--- config.mk ---
export PLATFORM = sky130hd
export DESIGN_NAME = rca_pr_controller
export DESIGN_NICKNAME = d
export VERILOG_FILES = /design/src/rtl/rca_pr_controller_pkg.sv /design/src/rtl/rca_pr_controller_cfg_table.sv /design/src/rtl/rca_pr_controller.sv
export SDC_FILE = /design/constraint.sdc
export NUM_CORES = 1
export LEC_CHECK = 0
export CORE_MARGIN = 2
export CORE_UTILIZATION = 46
export DETAILED_ROUTE_END_ITERATION = 10
export PLACE_DENSITY_LB_ADDON = 0.2
export RECOVER_POWER = 100
export SYNTH_ARGS = -nofsm -noshare
export SYNTH_HDL_FRONTEND = slang
export SYNTH_SLANG_ARGS = --single-unit
--- constraint.sdc ---
create_clock -name clk -period 1.9 [get_ports clk]
set_input_delay 0.285 -clock clk [delete_from_list [all_inputs] [get_ports clk]]
set_output_delay 0.285 -clock clk [all_outputs]
set_load 0.01 [all_outputs]
--- src/rtl/rca_pr_controller_pkg.sv ---
// Shared sizing, request/state types and a slot-mask helper for the PR request consumer.
package rca_pr_controller_pkg;

   localparam int NUM_RCAS = 3;
   localparam int RCA_ID_W = 2;
   localparam int CFG_ID_W = 4;
   localparam logic [CFG_ID_W-1:0] INVALID_CFG = '1;

   typedef struct packed {
      logic [RCA_ID_W-1:0] rca_id;
      logic [CFG_ID_W-1:0] cfg_id;
   } pr_request_t;

   typedef enum logic [2:0] {
      IDLE,
      WAIT_DRAIN,
      TRIGGER,
      WAIT_DONE,
      REPORT
   } pr_state_t;

   // One-hot slot mask; an out-of-range id yields an all-zero mask.
   function automatic logic [NUM_RCAS-1:0] slot_onehot(input logic [RCA_ID_W-1:0] id);
      logic [NUM_RCAS-1:0] mask;
      for (int i = 0; i < NUM_RCAS; i++) begin
         mask[i] = (id == RCA_ID_W'(i));
      end
      return mask;
   endfunction

endpackage

--- src/rtl/rca_pr_controller_cfg_table.sv ---
// Per-slot loaded-configuration register file: one write port, all entries readable at once.
module rca_pr_controller_cfg_table
   import rca_pr_controller_pkg::*;
(
   input  logic                         clk,
   input  logic                         rst_n,
   input  logic                         wr_en,
   input  logic [RCA_ID_W-1:0]          wr_idx,
   input  logic [CFG_ID_W-1:0]          wr_data,
   output logic [NUM_RCAS*CFG_ID_W-1:0] rd_all
);

   logic [CFG_ID_W-1:0] entries [NUM_RCAS];

   // Entry storage; a write to an out-of-range index matches no entry and is dropped.
   // NOTE: this small table is reset on purpose -- INVALID_CFG after reset is architecturally visible, unlike a data RAM.
   always_ff @(posedge clk or negedge rst_n) begin
      if (!rst_n) begin
         for (int i = 0; i < NUM_RCAS; i++) entries[i] <= INVALID_CFG;
      end else if (wr_en) begin
         for (int i = 0; i < NUM_RCAS; i++) begin
            if (wr_idx == RCA_ID_W'(i)) entries[i] <= wr_data;
         end
      end
   end

   // Flatten entries so slot i sits at bits [i*CFG_ID_W +: CFG_ID_W].
   always_comb begin
      rd_all = '0;
      for (int i = 0; i < NUM_RCAS; i++) rd_all[i*CFG_ID_W +: CFG_ID_W] = entries[i];
   end

endmodule

--- src/rtl/rca_pr_controller.sv ---
// Pops PR requests, drains the target slot, triggers the PRC, tracks loaded configs, reports status.
module rca_pr_controller
   import rca_pr_controller_pkg::*;
#(
   parameter int TIMEOUT_CYCLES = 4096
) (
   input  logic                         clk,
   input  logic                         rst_n,
   input  logic                         req_valid,
   output logic                         req_ready,
   input  logic [RCA_ID_W-1:0]          req_rca_id,
   input  logic [CFG_ID_W-1:0]          req_cfg_id,
   input  logic [NUM_RCAS-1:0]          rca_idle,
   output logic                         prc_valid,
   input  logic                         prc_ready,
   output logic [RCA_ID_W-1:0]          prc_rca_id,
   output logic [CFG_ID_W-1:0]          prc_cfg_id,
   input  logic                         prc_done,
   input  logic                         prc_error,
   output logic [NUM_RCAS-1:0]          rca_reconfiguring,
   output logic [NUM_RCAS*CFG_ID_W-1:0] cur_cfg_id,
   output logic                         status_valid,
   output logic [RCA_ID_W-1:0]          status_rca_id,
   output logic                         status_error
);

   localparam int               CNT_W    = $clog2(TIMEOUT_CYCLES);
   localparam logic [CNT_W-1:0] CNT_LAST = CNT_W'(TIMEOUT_CYCLES - 1);

   pr_state_t           state, state_nxt;
   pr_request_t         hold_q;
   logic                err_q;
   logic [CNT_W-1:0]    cnt_q;

   logic                pop, pop_err, pop_stall;
   logic                err_load, err_val, cnt_clr;
   logic                tbl_we;
   logic [CFG_ID_W-1:0] tbl_wdata;
   logic                req_in_range, loaded_match, drain_ok;

   assign req_in_range = (32'(req_rca_id) < NUM_RCAS);
   assign drain_ok     = |(rca_idle & slot_onehot(hold_q.rca_id));

   // Payload comes straight from the holding register so it is stable for the whole handshake.
   assign prc_rca_id    = hold_q.rca_id;
   assign prc_cfg_id    = hold_q.cfg_id;
   assign status_rca_id = hold_q.rca_id;
   assign status_error  = err_q;

   // Does the requested config already sit in the requested slot?
   always_comb begin
      loaded_match = 1'b0;
      for (int i = 0; i < NUM_RCAS; i++) begin
         if (req_rca_id == RCA_ID_W'(i) && cur_cfg_id[i*CFG_ID_W +: CFG_ID_W] == req_cfg_id)
            loaded_match = 1'b1;
      end
   end

   // State register.
   // NOTE: sequential state uses non-blocking assignments so every flop samples pre-edge values.
   always_ff @(posedge clk or negedge rst_n) begin
      if (!rst_n) state <= IDLE;
      else        state <= state_nxt;
   end

   // Next-state and control decode.
   // NOTE: every output of this block gets a default first, otherwise untaken branches infer latches.
   always_comb begin
      state_nxt    = state;
      req_ready    = 1'b0;
      prc_valid    = 1'b0;
      status_valid = 1'b0;
      pop          = 1'b0;
      pop_err      = 1'b0;
      pop_stall    = 1'b0;
      err_load     = 1'b0;
      err_val      = 1'b0;
      cnt_clr      = 1'b0;
      tbl_we       = 1'b0;
      tbl_wdata    = INVALID_CFG;
      unique case (state)
         IDLE: begin
            // Held low while reset is asserted so all outputs read 0 during reset.
            req_ready = rst_n;
            if (req_valid) begin
               pop = 1'b1;
               if (!req_in_range) begin
                  pop_err   = 1'b1;
                  state_nxt = REPORT;
               end else if (loaded_match) begin
                  state_nxt = REPORT;
               end else if (req_cfg_id == INVALID_CFG) begin
                  pop_err   = 1'b1;
                  state_nxt = REPORT;
               end else begin
                  pop_stall = 1'b1;
                  state_nxt = WAIT_DRAIN;
               end
            end
         end
         WAIT_DRAIN: begin
            if (drain_ok) state_nxt = TRIGGER;
         end
         TRIGGER: begin
            prc_valid = 1'b1;
            if (prc_ready) begin
               cnt_clr   = 1'b1;
               tbl_we    = 1'b1;
               state_nxt = WAIT_DONE;
            end
         end
         WAIT_DONE: begin
            if (prc_error) begin
               err_load  = 1'b1;
               err_val   = 1'b1;
               state_nxt = REPORT;
            end else if (prc_done) begin
               err_load  = 1'b1;
               tbl_we    = 1'b1;
               tbl_wdata = hold_q.cfg_id;
               state_nxt = REPORT;
            end else if (cnt_q == CNT_LAST) begin
               err_load  = 1'b1;
               err_val   = 1'b1;
               state_nxt = REPORT;
            end
         end
         REPORT: begin
            status_valid = 1'b1;
            state_nxt    = IDLE;
         end
         default: state_nxt = IDLE;
      endcase
   end

   // Request holding register, result flag, saturating timeout counter and stall flags.
   always_ff @(posedge clk or negedge rst_n) begin
      if (!rst_n) begin
         hold_q            <= '0;
         err_q             <= 1'b0;
         cnt_q             <= '0;
         rca_reconfiguring <= '0;
      end else begin
         if (pop) begin
            hold_q <= '{rca_id: req_rca_id, cfg_id: req_cfg_id};
            err_q  <= pop_err;
         end else if (err_load) begin
            err_q  <= err_val;
         end
         if (cnt_clr)                                   cnt_q <= '0;
         else if (state == WAIT_DONE && cnt_q != CNT_LAST) cnt_q <= cnt_q + 1'b1;
         if (pop_stall)             rca_reconfiguring <= slot_onehot(req_rca_id);
         else if (state == REPORT)  rca_reconfiguring <= '0;
      end
   end

   rca_pr_controller_cfg_table u_cfg_table (
      .clk     (clk),
      .rst_n   (rst_n),
      .wr_en   (tbl_we),
      .wr_idx  (hold_q.rca_id),
      .wr_data (tbl_wdata),
      .rd_all  (cur_cfg_id)
   );

endmodule

==> results of run 1 <==
==> flip-flops by register name (all words and copies together), names as in the netlist <==
| name | flops |
|---|---|
| u_cfg_table.rd_all | 12 |
| rca_reconfiguring | 3 |
| cnt_q | 12 |
| state | 3 |
| prc_rca_id | 2 |
| status_error | 1 |
| prc_cfg_id | 4 |
==> Yosys cell counts (3+ instances only) <==
master,count,area [µm²]
sky130_fd_sc_hd__o22a_1,9,78.8
sky130_fd_sc_hd__buf_2,3,15.0
sky130_fd_sc_hd__mux2_2,6,67.6
sky130_fd_sc_hd__nand2b_1,3,18.8
sky130_fd_sc_hd__nor3_1,9,45.0
sky130_fd_sc_hd__o21ai_0,4,20.0
sky130_fd_sc_hd__buf_4,3,22.5
sky130_fd_sc_hd__and3b_1,3,26.3
sky130_fd_sc_hd__nand2_1,19,71.3
sky130_fd_sc_hd__mux2i_1,5,50.1
sky130_fd_sc_hd__a21oi_1,9,45.0
sky130_fd_sc_hd__nor2b_1,6,37.5
sky130_fd_sc_hd__nand3_1,6,30.0
sky130_fd_sc_hd__xor2_1,4,35.0
sky130_fd_sc_hd__nor2_1,17,63.8
sky130_fd_sc_hd__nor4_1,5,31.3
sky130_fd_sc_hd__xnor2_1,16,140
sky130_fd_sc_hd__dfrtp_1,25,626
sky130_fd_sc_hd__or2_2,3,18.8
sky130_fd_sc_hd__dfstp_2,12,315
sky130_fd_sc_hd__nand4_1,3,18.8
sky130_fd_sc_hd__or4_1,3,22.5
==> layer usage <==
layer / routed length (µm) / global-route usage
met4: 55 / 0.0662
met5: 0 / 0
met2: 2220 / 0.327
met3: 200 / 0.0548
met1: 2210 / 0.283
==> power by group <==
| part | switching [mW] | internal (mW) |
|---|---|---|
| Sequential | 0.413 | 1.25 |
| Combinational | 0.765 | 0.986 |
| Clock | 0.265 | 0.296 |
==> through the flow <==
step	instances	setup WS [ns]
3_5_place_dp	307	-0.191
4_1_cts	317	0.00316
3_3_place_gp	307	-0.148
2_1_floorplan	197	0.0950
5_1_grt	317	0.00297
6_report	317	0.0919
==> cell type report <==
type,count,share of cell area
Multi-Input combinational cell,150,0.378
Sequential cell,37,0.347
Timing Repair Buffer,68,0.215
Inverter,2,0.00277
Tap cell,52,0.0240
Clock buffer,8,0.0332
==> repair_timing <==
item / in CTS / in global routing
cloned: 0 / 0
resized for setup: 5 / 2
pin swaps: 1 / 0
endpoints found under the setup margin: 3 / 2
buffers inserted: 2 / 0
==> logic make-up (layout without fill, tap and decap cells) <==
kind of cell               after synthesis  in the layout  synth area share
DFF                                     37             37             0.469
xor gates and xnor gates                20             20            0.0873
adders and majority gates                1              1           0.00623
AOI/OAI and AO/OA                       28             28             0.102
muxes                                   11             11            0.0586
buffers and inverters                   10             78            0.0299
and+or+nand+nor                         90             90             0.248
==> critical path, stage by stage (launching register included) <==
cell and delay [ns]:
sky130_fd_sc_hd__dfrtp_1 0.37, sky130_fd_sc_hd__clkbuf_1 0.16, sky130_fd_sc_hd__nand2_2 0.07, sky130_fd_sc_hd__or4_4 0.56, sky130_fd_sc_hd__nor4_2 0.32, sky130_fd_sc_hd__xnor2_1 0.18, sky130_fd_sc_hd__nor2_2 0.04
==> how the worst max path moves through the flow <==
stage	end	slack, ns	depth (start not counted)
6_report	cnt_q[9]	0.09	6
3_3_place_gp	rca_reconfiguring[2]	-0.15	6
3_5_place_dp	rca_reconfiguring[0]	-0.19	6
5_1_grt	cnt_q[5]	0.003	8
4_1_cts	cnt_q[11]	0.003	6
2_1_floorplan	rca_reconfiguring[0]	0.1	6
==> results by stage, run 1 <==
Status:
- The flow ran to the end, and the final reports show no timing, DRC or antenna violations.

Worst setup path:
- STA classifies the critical path startpoint as a flop.
- STA classifies the critical path endpoint as a flop.
- The endpoint of the worst-slack reg-to-reg timing path is cnt_q[9].
- In this run the critical register-to-register path is launched from state[0].
- STA puts the critical path data arrival time at around 2.0 ns.
- The worst setup path startpoint is state[0].
- The category of the critical setup timing path is flop to flop.
- The slack of the worst reg-to-reg path is 0.09 ns.
- The cell count of the worst reg-to-reg path is 6.
- Along the worst path, the maximum fanout reaches 6.
- Data on the critical path is required at its endpoint by around 2.1 ns.

Floorplanning:
- During I/O placement, the number of pins put on the boundary was 42.
- Measured along the y axis, the die boundary spans between 70 and 80 µm.
- The area of the die is about 5000 µm².
- In this run the core area contains 24 standard-cell rows.
- The die extent in x is approximately 70 µm.
- After floorplanning, the core was sized to cover 4260 µm².
- The initial core utilization is 0.471.

Power and ir drop:
- The power density normalized to cell area is ~1500 nW/µm².
- The overall power of the completed layout is slightly below 4 mW.
- VDD sags by at most 0.782 mV.
- For this design the static power due to leakage is 1.13 nW.

Synthesis:
- The count of mapped cells out of synthesis is a little under 200.
- The net count after synthesis is between 200 and 250.
- A synthesized cell averages a little over 10 µm².
- In the synthesized netlist the dominant register cell turns out to be sky130_fd_sc_hd__dfrtp_1.
- Yosys printed 0 warnings.
- The number of unique standard cell types used by synthesis is 42.
- The share of flip-flops with an asynchronous set or reset after synthesis is 1.00.
- The number of synthesized flops with an enable pin is 0.
- The proportion of synthesized chip area in sequential cells is 0.469.
- The cell area after technology mapping is 2010 µm².
- The number of flip-flops and latches in the synthesized netlist is 37.

Placement:
- The detailed placer's ending HPWL is about 3.5 mm.
- The count of buffers inserted at the top-level ports is between 40 and 50.
- The cell area after placement is approximately 2600 µm².
- The weighted congestion reported at the end of routability-driven placement is between 0.7 and 0.8.

Global routing:
- In the global route stage, overall resource usage came out at 0.208.
- The via count of the first global-routing pass is 1687.
- Entering global routing, the biggest net connects 38 pins.
- The number of antenna violations at the first check in global routing is 0.
- The first-pass GRT wire length is 8.02 mm.
- The total global routing overflow is 0.

CTS:
- The clock slew at the register clock pins of the worst setup and hold paths is ~0.070 ns.
- The count of hold-fix buffers inserted at cts is 0.
- The total CTS buffers is 5.
- For this design, the sink count on the clock tree is 37.
- The maximum root-to-sink buffer count is 2.
- The clock tree from TritonCTS is done.
- The level count of the clock H-tree is 2.
- The clock network latency to the later pin of the worst-skew pair is ~0.29 ns.
- The buffer type at the clock tree root is sky130_fd_sc_hd__clkbuf_8.

Finish:
- The core utilization of the finished layout is 0.636.
- The number of antenna diodes is 0.
- The final net count is 280.
- The area of all sequential standard cells is approximately 940 µm².
- The layout overhead on the synthesized area is 35.2%.
- The post-layout instance area is between 2000 and 3000 µm².
- Leaving out fill and tap cells, the most frequent cells in the layout are sky130_fd_sc_hd__dfrtp_1, sky130_fd_sc_hd__dlygate4sd3_1, sky130_fd_sc_hd__nand2_1, sky130_fd_sc_hd__buf_4, sky130_fd_sc_hd__nor2_1.
- The number of filler cells placed in the layout is approximately 380.
- The multi-input logic area is 1030 µm².
- The share of final-layout standard cells stronger than drive strength 1 is 0.234.

Timing:
- The transition at the pin with the smallest max-transition slack is 0.899 ns.
- Subtracting the final worst setup slack from the clock period gives between 1.5 and 2 ns.
- The number of failing hold endpoints at the final stage is 0.
- The max-slew violation total from the final report is 0.
- The worst slew slack as a fraction of its limit is 0.400.
- The total negative setup slack is 0 ns.
- The tightest hold margin is about 0.52 ns.
- The final critical-path share of the clock period is 0.952.
- The count of endpoints failing setup in the final report is 0.
- Derived from the worst setup path, the maximum achievable clock frequency is 0.553 GHz.
- Setup repair after global routing left no endpoint under its margin.
- The clock arrives with between 0.004 and 0.005 ns of skew.

Route:
- The number of search-and-repair iterations in the first detailed-routing pass is 4.
- Dividing the detail-routed wire length by the instance count gives between 10 and 15 µm.
- The starting DRC count in detailed routing is 97.
- The number of vias in the routed layout is 1684.
- The count of nets left with antenna violations once routing finished came out at 0.
- For this run, design rule violations remaining after detail routing come to 0.
- Using the TritonRoute via totals, the vias-per-cell ratio works out to 5.31.
- Summed over all layers, the routed wires come to 4.69 mm.

Worst hold path:
- The type of the most critical hold path is flop to flop.
- The number of stages on the worst hold path is 2.
- The endpoint of the worst hold path is rca_reconfiguring[2].
- The startpoint of the worst hold path is rca_reconfiguring[2].

Run:
- Max-cap violations in this run came to 0.
Power figures use the tool's default switching activity.
==> run 2: changes to the inputs <==
--- a/config.mk
+++ b/config.mk
@@ -7,6 +7,7 @@
 export LEC_CHECK = 0
 export CORE_MARGIN = 2
 export CORE_UTILIZATION = 46
+export CTS_CLUSTER_DIAMETER = 50
 export DETAILED_ROUTE_END_ITERATION = 10
 export PLACE_DENSITY_LB_ADDON = 0.2
 export RECOVER_POWER = 100
==> results of run 2 <==
Same layout as run 1: the final DEF is identical, and so are final timing and power.
==> run 3: changes to the inputs <==
==> constraint.sdc (replaced) <==
create_clock -name clk -period 1.9 [get_ports clk]
set_input_delay 0.38 -clock clk [delete_from_list [all_inputs] [get_ports clk]]
set_output_delay 0.38 -clock clk [all_outputs]
set_load 0.01 [all_outputs]
==> run 3 against run 2 <==
Fmax fell by 0.93%; critical endpoint is now cur_cfg_id[2]; largest cell class unchanged; sequential power barely moved; final cell count grew 0.95%.
==> results by stage, run 3 (synthesis gave the netlist of run 1 again) <==
Finish:
- The filler cells instantiated in the layout total about 380.
- The number of antenna diodes is 0.
- In the final layout, the share of cells above drive strength 1 is 0.228.
- The layout overhead on the synthesized area is 36.2%.
- The final net count is ~280.
- The library cell used most frequently in the layout, excluding fill and tap cells, is sky130_fd_sc_hd__dfrtp_1.
- The core utilization of the finished layout is 0.641.
- In the layout the commonest cells are sky130_fd_sc_hd__dfrtp_1, sky130_fd_sc_hd__clkdlybuf4s50_1, sky130_fd_sc_hd__buf_4.

Route:
- After detailed routing, the met2 layer carries about 2.2 mm of wire.
- The starting DRC count in detailed routing is 68.
- Routed signal wires occupy layers up through met4.
- The total length of routed wires is about 4.7 mm.
- The post-detailed-route via-to-cell ratio is 5.31.
- Dividing the detail-routed wire length by the instance count gives around 15 µm.
- For this run, design rule violations remaining after detail routing come to 0.
- The number of search-and-repair iterations in the first detailed-routing pass is 4.
- The length of routed met3 wiring is 258 µm.
- The met1 wire length is 2.23 mm.
- The routed layout has between 1500 and 2000 vias.
- The count of nets left with antenna violations once routing finished came out at 0.

Placement:
- The count of buffers inserted at the top-level ports is roughly 40.
- The detailed placer's ending HPWL is around 3.5 mm.
- At the end of routability-driven placement, the weighted congestion stood at ~0.81.
- The setup slack at placement is -0.284 ns.

Power and ir drop:
- After layout, the design draws a total of between 4 and 5 mW.
- The power density normalized to cell area is between 1000 and 1500 nW/µm².
- IR analysis of the VDD net gives a maximum drop of ~0.8 mV.
- The static leakage is roughly 1.1 nW.

CTS:
- The total CTS buffers is 5.
- CTS saw 37 sinks.
- The clock passes through at most 2 buffers.
- The clock network latency to the later pin of the worst-skew pair is 0.28 ns.
- After clock tree synthesis, the clock-pin slew on the worst setup and hold paths is approximately 0.070 ns.
- The level count of the clock H-tree is 2.
- TritonCTS built the clock tree.
- In this run, post-CTS hold repair placed 0 buffers.
- The buffer type at the clock tree root is sky130_fd_sc_hd__clkbuf_8.

Timing:
- The clock arrives with around 0.0034 ns of skew.
- Setup repair after global routing left no endpoint under its margin.
- The maximum clock frequency is between 0.5 and 0.6 GHz.
- The number of failing hold endpoints at the final stage came to 0.
- The final critical-path share of the clock period is 0.961.
- The count of endpoints failing setup in the final report is 0.
- The max-slew violation total from the final report is 0.
- The worst path setup slack after routing is between 0.07 and 0.08 ns.
- The worst pin sits at a relative slew slack of 0.407.
- The transition at the pin with the smallest max-transition slack is ~0.9 ns.
- The routed design could run at a clock period as short as between 1.5 and 2 ns.

Floorplanning:
- After floorplanning, the core was divided into 24 placement rows.
- In this run the count of I/O pins placed on the die edge is 42.
- The area of the placeable core is 4260 µm².
- In this run the vertical extent of the chip is approximately 70 µm.
- The floorplan step defined a die boundary enclosing about 4900 µm².
- For this configuration, the core starts out at a cell density of 0.471.
- Measured along the x axis, the die boundary spans between 70 and 80 µm.

Worst setup path:
- The largest delay contributor family on the critical path is buffers and inverters.
- The critical path in this run is classified as flop to primary output.
- Traced cell by cell, the critical path runs through dlygate4sd3_1.
- STA puts the critical path data required time at 1.52 ns.
- The worst endpoint data arrival time is 1.45 ns.
- The largest fanout of any net on the critical path is 3.
- The peak per-stage delay on the critical path is 0.61 ns.
- The slowest stage of the critical path belongs to the cell sky130_fd_sc_hd__dlygate4sd3_1.
- Counting both buffers and inverters, the worst setup path holds a total of 1.
- STA classifies the critical path endpoint as a primary output.
- The worst setup path is launched from a flop.

Global routing:
- The total global routing overflow is 0.
- For this run, the total global-route usage over all layers was measured as 0.204.
- The number of antenna violations at the first check in global routing came to 0.
- The first global-routing pass estimated between 7 and 8 mm of wire.
- The via count of the first global-routing pass is 1645.
- The maximum number of pins on one net before global-route repair is 38.

Run:
- The tool flagged a number of max-cap violations equal to 0.

Worst hold path:
- The tightest min-delay check is of the flop to flop type.

Status:
- The flow ran to the end, and the final reports show no timing, DRC or antenna violations.
[run 3: changes by cell type in the layout (fill, tap and decap cells not counted), sizes merged]
cell	delta
dlygate4sd2	-2
dlygate4sd3	-11
clkdlybuf4s50	+11
buf	+4
clkbuf	+1
[run 3: area by class of cell]
type / instances / area (µm²) / area share
multi-input combinational: 150 / 1020 / 0.375
timing repair buffer: 71 / 606 / 0.222
clock buffer: 8 / 90.1 / 0.0330
inverter: 2 / 7.51 / 0.00275
sequential: 37 / 941 / 0.344
tap: 52 / 65.1 / 0.0238
[run 3: per-stage QoR]
step / hold slack (ns) / cell area, µm² / cells / TNS [ns]
finish: 0.525 / 2730 / 320 / 0
global route: 0.532 / 2730 / 320 / 0
CTS: 0.526 / 2750 / 320 / -0.0259
detailed placement: 0.516 / 2630 / 309 / -1.34
global placement: 0.515 / 2630 / 309 / -1.13
floorplan: 0.0844 / 2010 / 197 / 0
[run 3: final timing paths]
kind	endpoint	slack (ns)	depth (start not counted)	start
setup / recovery	cur_cfg_id[2]	0.07	1	u_cfg_table.rd_all[2]
hold / removal	u_cfg_table.rd_all[3]	0.52	2	u_cfg_table.rd_all[3]
setup reg to reg	cnt_q[9]	0.10	6	state[0]
hold reg to reg	u_cfg_table.rd_all[3]	0.52	2	u_cfg_table.rd_all[3]
max in group asynchronous	prc_cfg_id[1]	0.57	2	rst_n
min in group asynchronous	state[1]	0.77	2	rst_n
[run 3: per-layer routing]
layer | up-vias | GRT usage
li1 | 844 | -
met1 | 812 | 0.280
met2 | 38 | 0.319
met3 | 5 | 0.0563
met4 | 0 | 0.0577
met5 | - | 0
[run 3: repair_timing]
| action | CTS | global route |
|---|---|---|
| gates cloned | 0 | 0 |
| setup endpoints to repair | 3 | 9 |
| setup buffers | 3 | 0 |
| gates resized for setup | 7 | 8 |
[run 3: power by group]
part / internal (mW) / switching, mW
registers: 1.22 / 0.415
clock network: 0.296 / 0.264
logic: 1.06 / 0.757
total: 2.58 / 1.44
